**src/rtl/arbiter_pkg.sv**
```systemverilog
// Shared types and helpers for the round-robin arbiter family.
// Holds the arbiter state encoding, index-width helper and default data width.
package arbiter_pkg;

    typedef enum logic {
        IDLE  = 1'b0,
        GRANT = 1'b1
    } arb_state_e;

    localparam int DEFAULT_DATA_W = 8;

    // Index width for n items, never narrower than one bit.
    function automatic int idx_w(input int n);
        return (n <= 2) ? 1 : $clog2(n);
    endfunction

endpackage

```
**src/rtl/rr_pick.sv**
```systemverilog
// Combinational round-robin picker: first asserted request at or above ptr,
// wrapping modulo N_REQ, found with a doubled-vector priority scan.
module rr_pick
    import arbiter_pkg::*;
#(
    parameter int N_REQ = 4
) (
    input  logic [N_REQ-1:0]        req,
    input  logic [idx_w(N_REQ)-1:0] ptr,
    output logic [idx_w(N_REQ)-1:0] winner,
    output logic                    found
);

    localparam int IW = idx_w(N_REQ);

    logic [N_REQ-1:0] rot;
    logic [IW-1:0]    off;
    logic [IW:0]      sum;

    // NOTE: every variable written here gets a value before any branch, so no latch is inferred.
    always_comb begin
        // Rotating the doubled vector puts requester ptr at bit 0.
        rot   = N_REQ'({req, req} >> ptr);
        found = |rot;
        off   = '0;
        for (int i = N_REQ - 1; i >= 0; i--) begin
            if (rot[i]) begin
                off = IW'(i);
            end
        end
        sum = {1'b0, ptr} + {1'b0, off};
        if (sum >= (IW + 1)'(N_REQ)) begin
            winner = IW'(sum - (IW + 1)'(N_REQ));
        end else begin
            winner = IW'(sum);
        end
    end

endmodule

```
**src/rtl/rr_arbiter_n.sv**
```systemverilog
// N-way round-robin arbiter with grant hold, hold-timeout pre-emption and
// registered forwarding of the granted requester's data word.
module rr_arbiter_n
    import arbiter_pkg::*;
#(
    parameter int N_REQ    = 4,
    parameter int DATA_W   = DEFAULT_DATA_W,
    parameter int MAX_HOLD = 16
) (
    input  logic                      clock,
    input  logic                      reset,
    input  logic [N_REQ-1:0]          req,
    input  logic [N_REQ*DATA_W-1:0]   data,
    output logic [N_REQ-1:0]          gnt,
    output logic                      gnt_valid,
    output logic [idx_w(N_REQ)-1:0]   gnt_id,
    output logic [DATA_W-1:0]         data_out,
    output logic                      preempt
);

    localparam int IW    = idx_w(N_REQ);
    localparam int CNT_W = $clog2(MAX_HOLD + 1);

    arb_state_e         state_q, state_d;
    logic [IW-1:0]      ptr_q, ptr_d;
    logic [CNT_W-1:0]   cnt_q, cnt_d;
    logic [N_REQ-1:0]   gnt_q, gnt_d;
    logic               gnt_valid_q, gnt_valid_d;
    logic [IW-1:0]      gnt_id_q, gnt_id_d;
    logic [DATA_W-1:0]  data_out_q, data_out_d;
    logic               preempt_q, preempt_d;

    logic [IW-1:0]      winner;
    logic               found;
    logic [N_REQ-1:0]   others;

    rr_pick #(
        .N_REQ (N_REQ)
    ) u_pick (
        .req    (req),
        .ptr    (ptr_q),
        .winner (winner),
        .found  (found)
    );

    always_comb begin
        state_d   = state_q;
        ptr_d     = ptr_q;
        cnt_d     = cnt_q;
        gnt_id_d  = gnt_id_q;
        preempt_d = 1'b0;
        others    = req & ~gnt_q;

        case (state_q)
            IDLE: begin
                if (found) begin
                    state_d  = GRANT;
                    gnt_id_d = winner;
                    ptr_d    = (winner == IW'(N_REQ - 1)) ? '0 : winner + 1'b1;
                    cnt_d    = CNT_W'(1);
                end
            end
            GRANT: begin
                if (!req[gnt_id_q]) begin
                    state_d  = IDLE;
                    gnt_id_d = '0;
                    cnt_d    = '0;
                end else if (cnt_q == CNT_W'(MAX_HOLD) && |others) begin
                    state_d   = IDLE;
                    gnt_id_d  = '0;
                    cnt_d     = '0;
                    preempt_d = 1'b1;
                end else if (cnt_q != CNT_W'(MAX_HOLD)) begin
                    cnt_d = cnt_q + 1'b1;
                end
            end
            default: begin
                state_d  = IDLE;
                gnt_id_d = '0;
                cnt_d    = '0;
            end
        endcase

        // Outputs are derived from the next state so they register alongside it.
        gnt_valid_d = (state_d == GRANT);
        gnt_d       = gnt_valid_d ? (N_REQ'(1) << gnt_id_d) : '0;
        data_out_d  = gnt_valid_d ? data[int'(gnt_id_d)*DATA_W +: DATA_W] : '0;
    end

    // NOTE: sequential state uses non-blocking assignments so every flop samples pre-edge values.
    always_ff @(posedge clock) begin
        if (reset) begin
            state_q     <= IDLE;
            ptr_q       <= '0;
            cnt_q       <= '0;
            gnt_q       <= '0;
            gnt_valid_q <= 1'b0;
            gnt_id_q    <= '0;
            data_out_q  <= '0;
            preempt_q   <= 1'b0;
        end else begin
            state_q     <= state_d;
            ptr_q       <= ptr_d;
            cnt_q       <= cnt_d;
            gnt_q       <= gnt_d;
            gnt_valid_q <= gnt_valid_d;
            gnt_id_q    <= gnt_id_d;
            data_out_q  <= data_out_d;
            preempt_q   <= preempt_d;
        end
    end

    assign gnt       = gnt_q;
    assign gnt_valid = gnt_valid_q;
    assign gnt_id    = gnt_id_q;
    assign data_out  = data_out_q;
    assign preempt   = preempt_q;

endmodule

```
**config.mk**
```make
export PLATFORM = sky130hd
export DESIGN_NAME = rr_arbiter_n
export DESIGN_NICKNAME = d
export VERILOG_FILES = /design/src/rtl/arbiter_pkg.sv /design/src/rtl/rr_pick.sv /design/src/rtl/rr_arbiter_n.sv
export SDC_FILE = /design/constraint.sdc
export NUM_CORES = 1
export LEC_CHECK = 0
export ABC_CLOCK_PERIOD_IN_PS = 7600
export BUFFER_PORTS_ARGS = -buffer_cell sky130_fd_sc_hd__buf_4
export CAP_MARGIN = 20
export CORE_ASPECT_RATIO = 0.5
export CORE_UTILIZATION = 53
export CTS_CLUSTER_DIAMETER = 200
export DETAILED_ROUTE_END_ITERATION = 6
export PLACE_DENSITY = 0.87
export RECOVER_POWER = 50
export SETUP_SLACK_MARGIN = 0.1
export SLEW_MARGIN = 20
export SYNTH_ARGS = -nofsm -noshare
export SYNTH_HDL_FRONTEND = slang
export SYNTH_HIERARCHICAL = 1
export SYNTH_SLANG_ARGS = --single-unit
```
**constraint.sdc**
```tcl
create_clock -name clock -period 7.6 [get_ports clock]
set_input_delay 0.76 -clock clock [delete_from_list [all_inputs] [get_ports clock]]
set_output_delay 0.76 -clock clock [all_outputs]
set_load 0.02 [all_outputs]
```
==> flow_summary.toml <==
[critical_path]
crit_path_frequent_cell = "xnor2_1"
cpLargestDelayFamily = "compound AO/OA/AOI/OAI gates"
cp.arrival_ns = 3.81
worstRegToRegCells = 12
crit_fanout = 11
critPathLaunchType = "input pin"
crit_required_ns = 7.76
cp.depth = 13
crit_chain = "clkbuf_1, nor2b_1, a21oi_1, o22ai_1, o21a_1, ha_1, xnor2_1, xnor2_1, mux2i_1, or2_1, a21boi_1, mux4_1, and2_1"
critPathBufInv = 1
critPathSlowestCell = "a21boi_1"
critical-path-max-stage-delay_ns = 0.66
setup.worst_path.class = "input pin to flop"
end_kind = "flop"

[global_routing]
grt_usage_pct = 24.5
grt_max_degree = 14
grt_antenna_before_repair = 0
grt_pass1_wl_mm = 5.46
grt_overflow = 0
grt_pass1_vias = 1218

[placement]
place_area_mm2 = 0.00188
gp_congestion = 0.783
dp_hpwl_mm = 2.79
dp_cells = 235
io_buffers = 53
place_ws_ns = 3.94

[sta]
rsz0062_at_grt = "false"
fin_ws_ns = 3.95
fin_crit_sh_pct = 48.0
final-hold-violation-count = 0
worst_slew_pin_slew_ns = 0.869
fin_worst_skew_ns = 0.00718
slew_violations = 0
maxSlewHeadroom_pct = 41.3
setup_viol = 0
fmax_mhz = 274
layout_min_cycle_time_ns = 3.65
fin_hold_ws_ns = 0.494
tns_ns = 0

[synth]
synth_cells = 149
ys_seq_elements = 23
syn_area_mm2 = 0.00147
synth_area_leader_cell = "dfxtp_1"
yosys_warnings = 6
synth_top_area_share_pct = 31.3
synth-edff-count = 0
syn_nets = 191
synth.avg_cell_area_um2 = 9.87
ys_seq_area_share_pct = 31.3
yosysUniqueCellTypes = 46
synthFlopType = "dfxtp_1"
ys_async_sr_fraction_pct = 0
synth_area_leaders = "dfxtp_1 31%, mux4_1 7.1%, mux2i_1 5.4%, ha_1 3.4%, a22o_1 3.0%"

[pwr]
power_switching_uw = 237
sw_frac_of_total_pct = 41.4
power_density_mw_per_mm2 = 312
ir_drop_mv = 0.172
sequentialPowerShare_pct = 31.9
p_int_uw = 336
p_comb_share_pct = 54.6
p_leak_nw = 0.792
pwr-share-clk_pct = 13.5
report.power.total_uw = 574

[die]
start_util_pct = 56.1
ios = 54
core-area_mm2 = 0.00262
row_count = 13
die_x_um = 76.5
die_h_um = 39.2
fp.dieArea_mm2 = 0.00300

[clock_network]
cts_resized = 0
h-tree-depth = 1
cts_tree = "done"
numCtsBuffers = 3
cts.path.max_buffers = 2
insertion_delay_ns = 0.27
path_clk_slew_ns = 0.09
hold_buffers = 0
cts_setup_buffers = 0
cts_num_sinks = 23
clockRootBuffer = "clkbuf_8"

[cells_and_area]
final_area_mm2 = 0.00184
final_nets = 245
insertedDiodeCount = 0
layout.cells.non_filler = 239
syn_to_final_growth_pct = 25.3
final_core_utilization_pct = 70.3
drive_gt1_share_pct = 24.3

[route]
drt_iter0_drc = 94
viasPerCell = 5.64
ant_nets = 0
detail_route.wl_per_cell_um = 15.3
drtPass1Iterations = 4
drc = 0
wl_mm = 3.65
via_count = 1347

[job]
maxCapViolCount = 0

[outcome]
outcome = "finished clean"

[worst_hold_path]
whs_path_depth = 2
min-delay-path-class = "flop to flop"
layout make-up:
| class | count | area [µm²] |
|---|---|---|
| Multi-Input combinational cell | 115 | 930 |
| Fill cell | 228 | 777 |
| Sequential cell | 23 | 460 |
| Timing Repair Buffer | 53 | 334 |
| Tap cell | 37 | 46.3 |
| Clock buffer | 4 | 45.0 |
| Inverter | 7 | 26.3 |
final timing paths:
kind | startpoint | endpoint | slack, ns
min reg2reg | cnt_q[4] | cnt_q[4] | 0.49
max | req[0] | data_out[4] | 3.95
min | cnt_q[4] | cnt_q[4] | 0.49
max reg2reg | ptr_q[1] | data_out[4] | 4.42
power by group through the flow:
stage / clock [mW] / sequential, mW / combinational [mW]
global route: 0.0825 / 0.187 / 0.341
detailed placement: 0 / 0.186 / 0.338
CTS: 0.0786 / 0.183 / 0.339
finish: 0.0775 / 0.183 / 0.313
global placement: 0 / 0.184 / 0.325
floorplan: 0 / 0.211 / 0.229
kinds of logic (layout without fill, tap and decap cells):
| kind of cell | Yosys count | after routing | share of synthesized area [%] |
|---|---|---|---|
| xor+xnor | 2 | 2 | 1.19 |
| flops | 23 | 23 | 31.3 |
| fa+ha+maj | 4 | 4 | 3.40 |
| compound gates | 32 | 32 | 18.7 |
| simple gates | 60 | 60 | 23.0 |
| mux | 17 | 17 | 18.2 |
| buf+inv | 11 | 64 | 4.17 |
layer usage:
metal,track usage (%),up-vias,wire length [µm]
met5,0,-,0
met4,2.88,0,16
met3,6.82,2,222
met2,48.4,50,1880
met1,28.1,635,1530
li1,-,660,-
registers in the layout, indices dropped and copies added (netlist names):
register / flops
gnt: 4
cnt_q: 5
data_out: 8
gnt_valid: 1
gnt_id: 2
preempt: 1
ptr_q: 2
cells in the final DEF, fill, tap and decap left out, types with 4 or more instances in the layout:
cell type,n
buf_4,36
dfxtp_1,23
clkbuf_1,18
nor2_1,11
nand2_1,10
mux2i_1,8
inv_1,7
nor3_1,7
nor2b_1,6
and2_1,6
a21oi_1,6
a22o_1,5
nand2b_1,4
mux4_1,4
ha_1,4
tightest hold or removal path: cells and delay by family, from the launching register on:
family	cells	cell delay, ns
compound gates	1	0.05
flops	1	0.34
simple gates	1	0.06
synthesized netlist by cell type, types with 2 or more instances:
library cell / count
a31oi_1: 3
inv_1: 7
a211oi_1: 2
nor3_1: 7
a21oi_1: 6
nand2_1: 10
mux2i_1: 8
ha_1: 4
clkbuf_1: 2
o211ai_2: 2
o31ai_1: 2
nor2b_1: 6
or4_1: 2
and2_1: 7
mux4_1: 4
a22o_1: 5
o2bb2a_1: 3
dfxtp_1: 23
xnor2_1: 2
nand2b_1: 4
nor2_1: 11
nand3_1: 3
nor3b_1: 3
No activity file was read; power rests on OpenSTA's default activity.
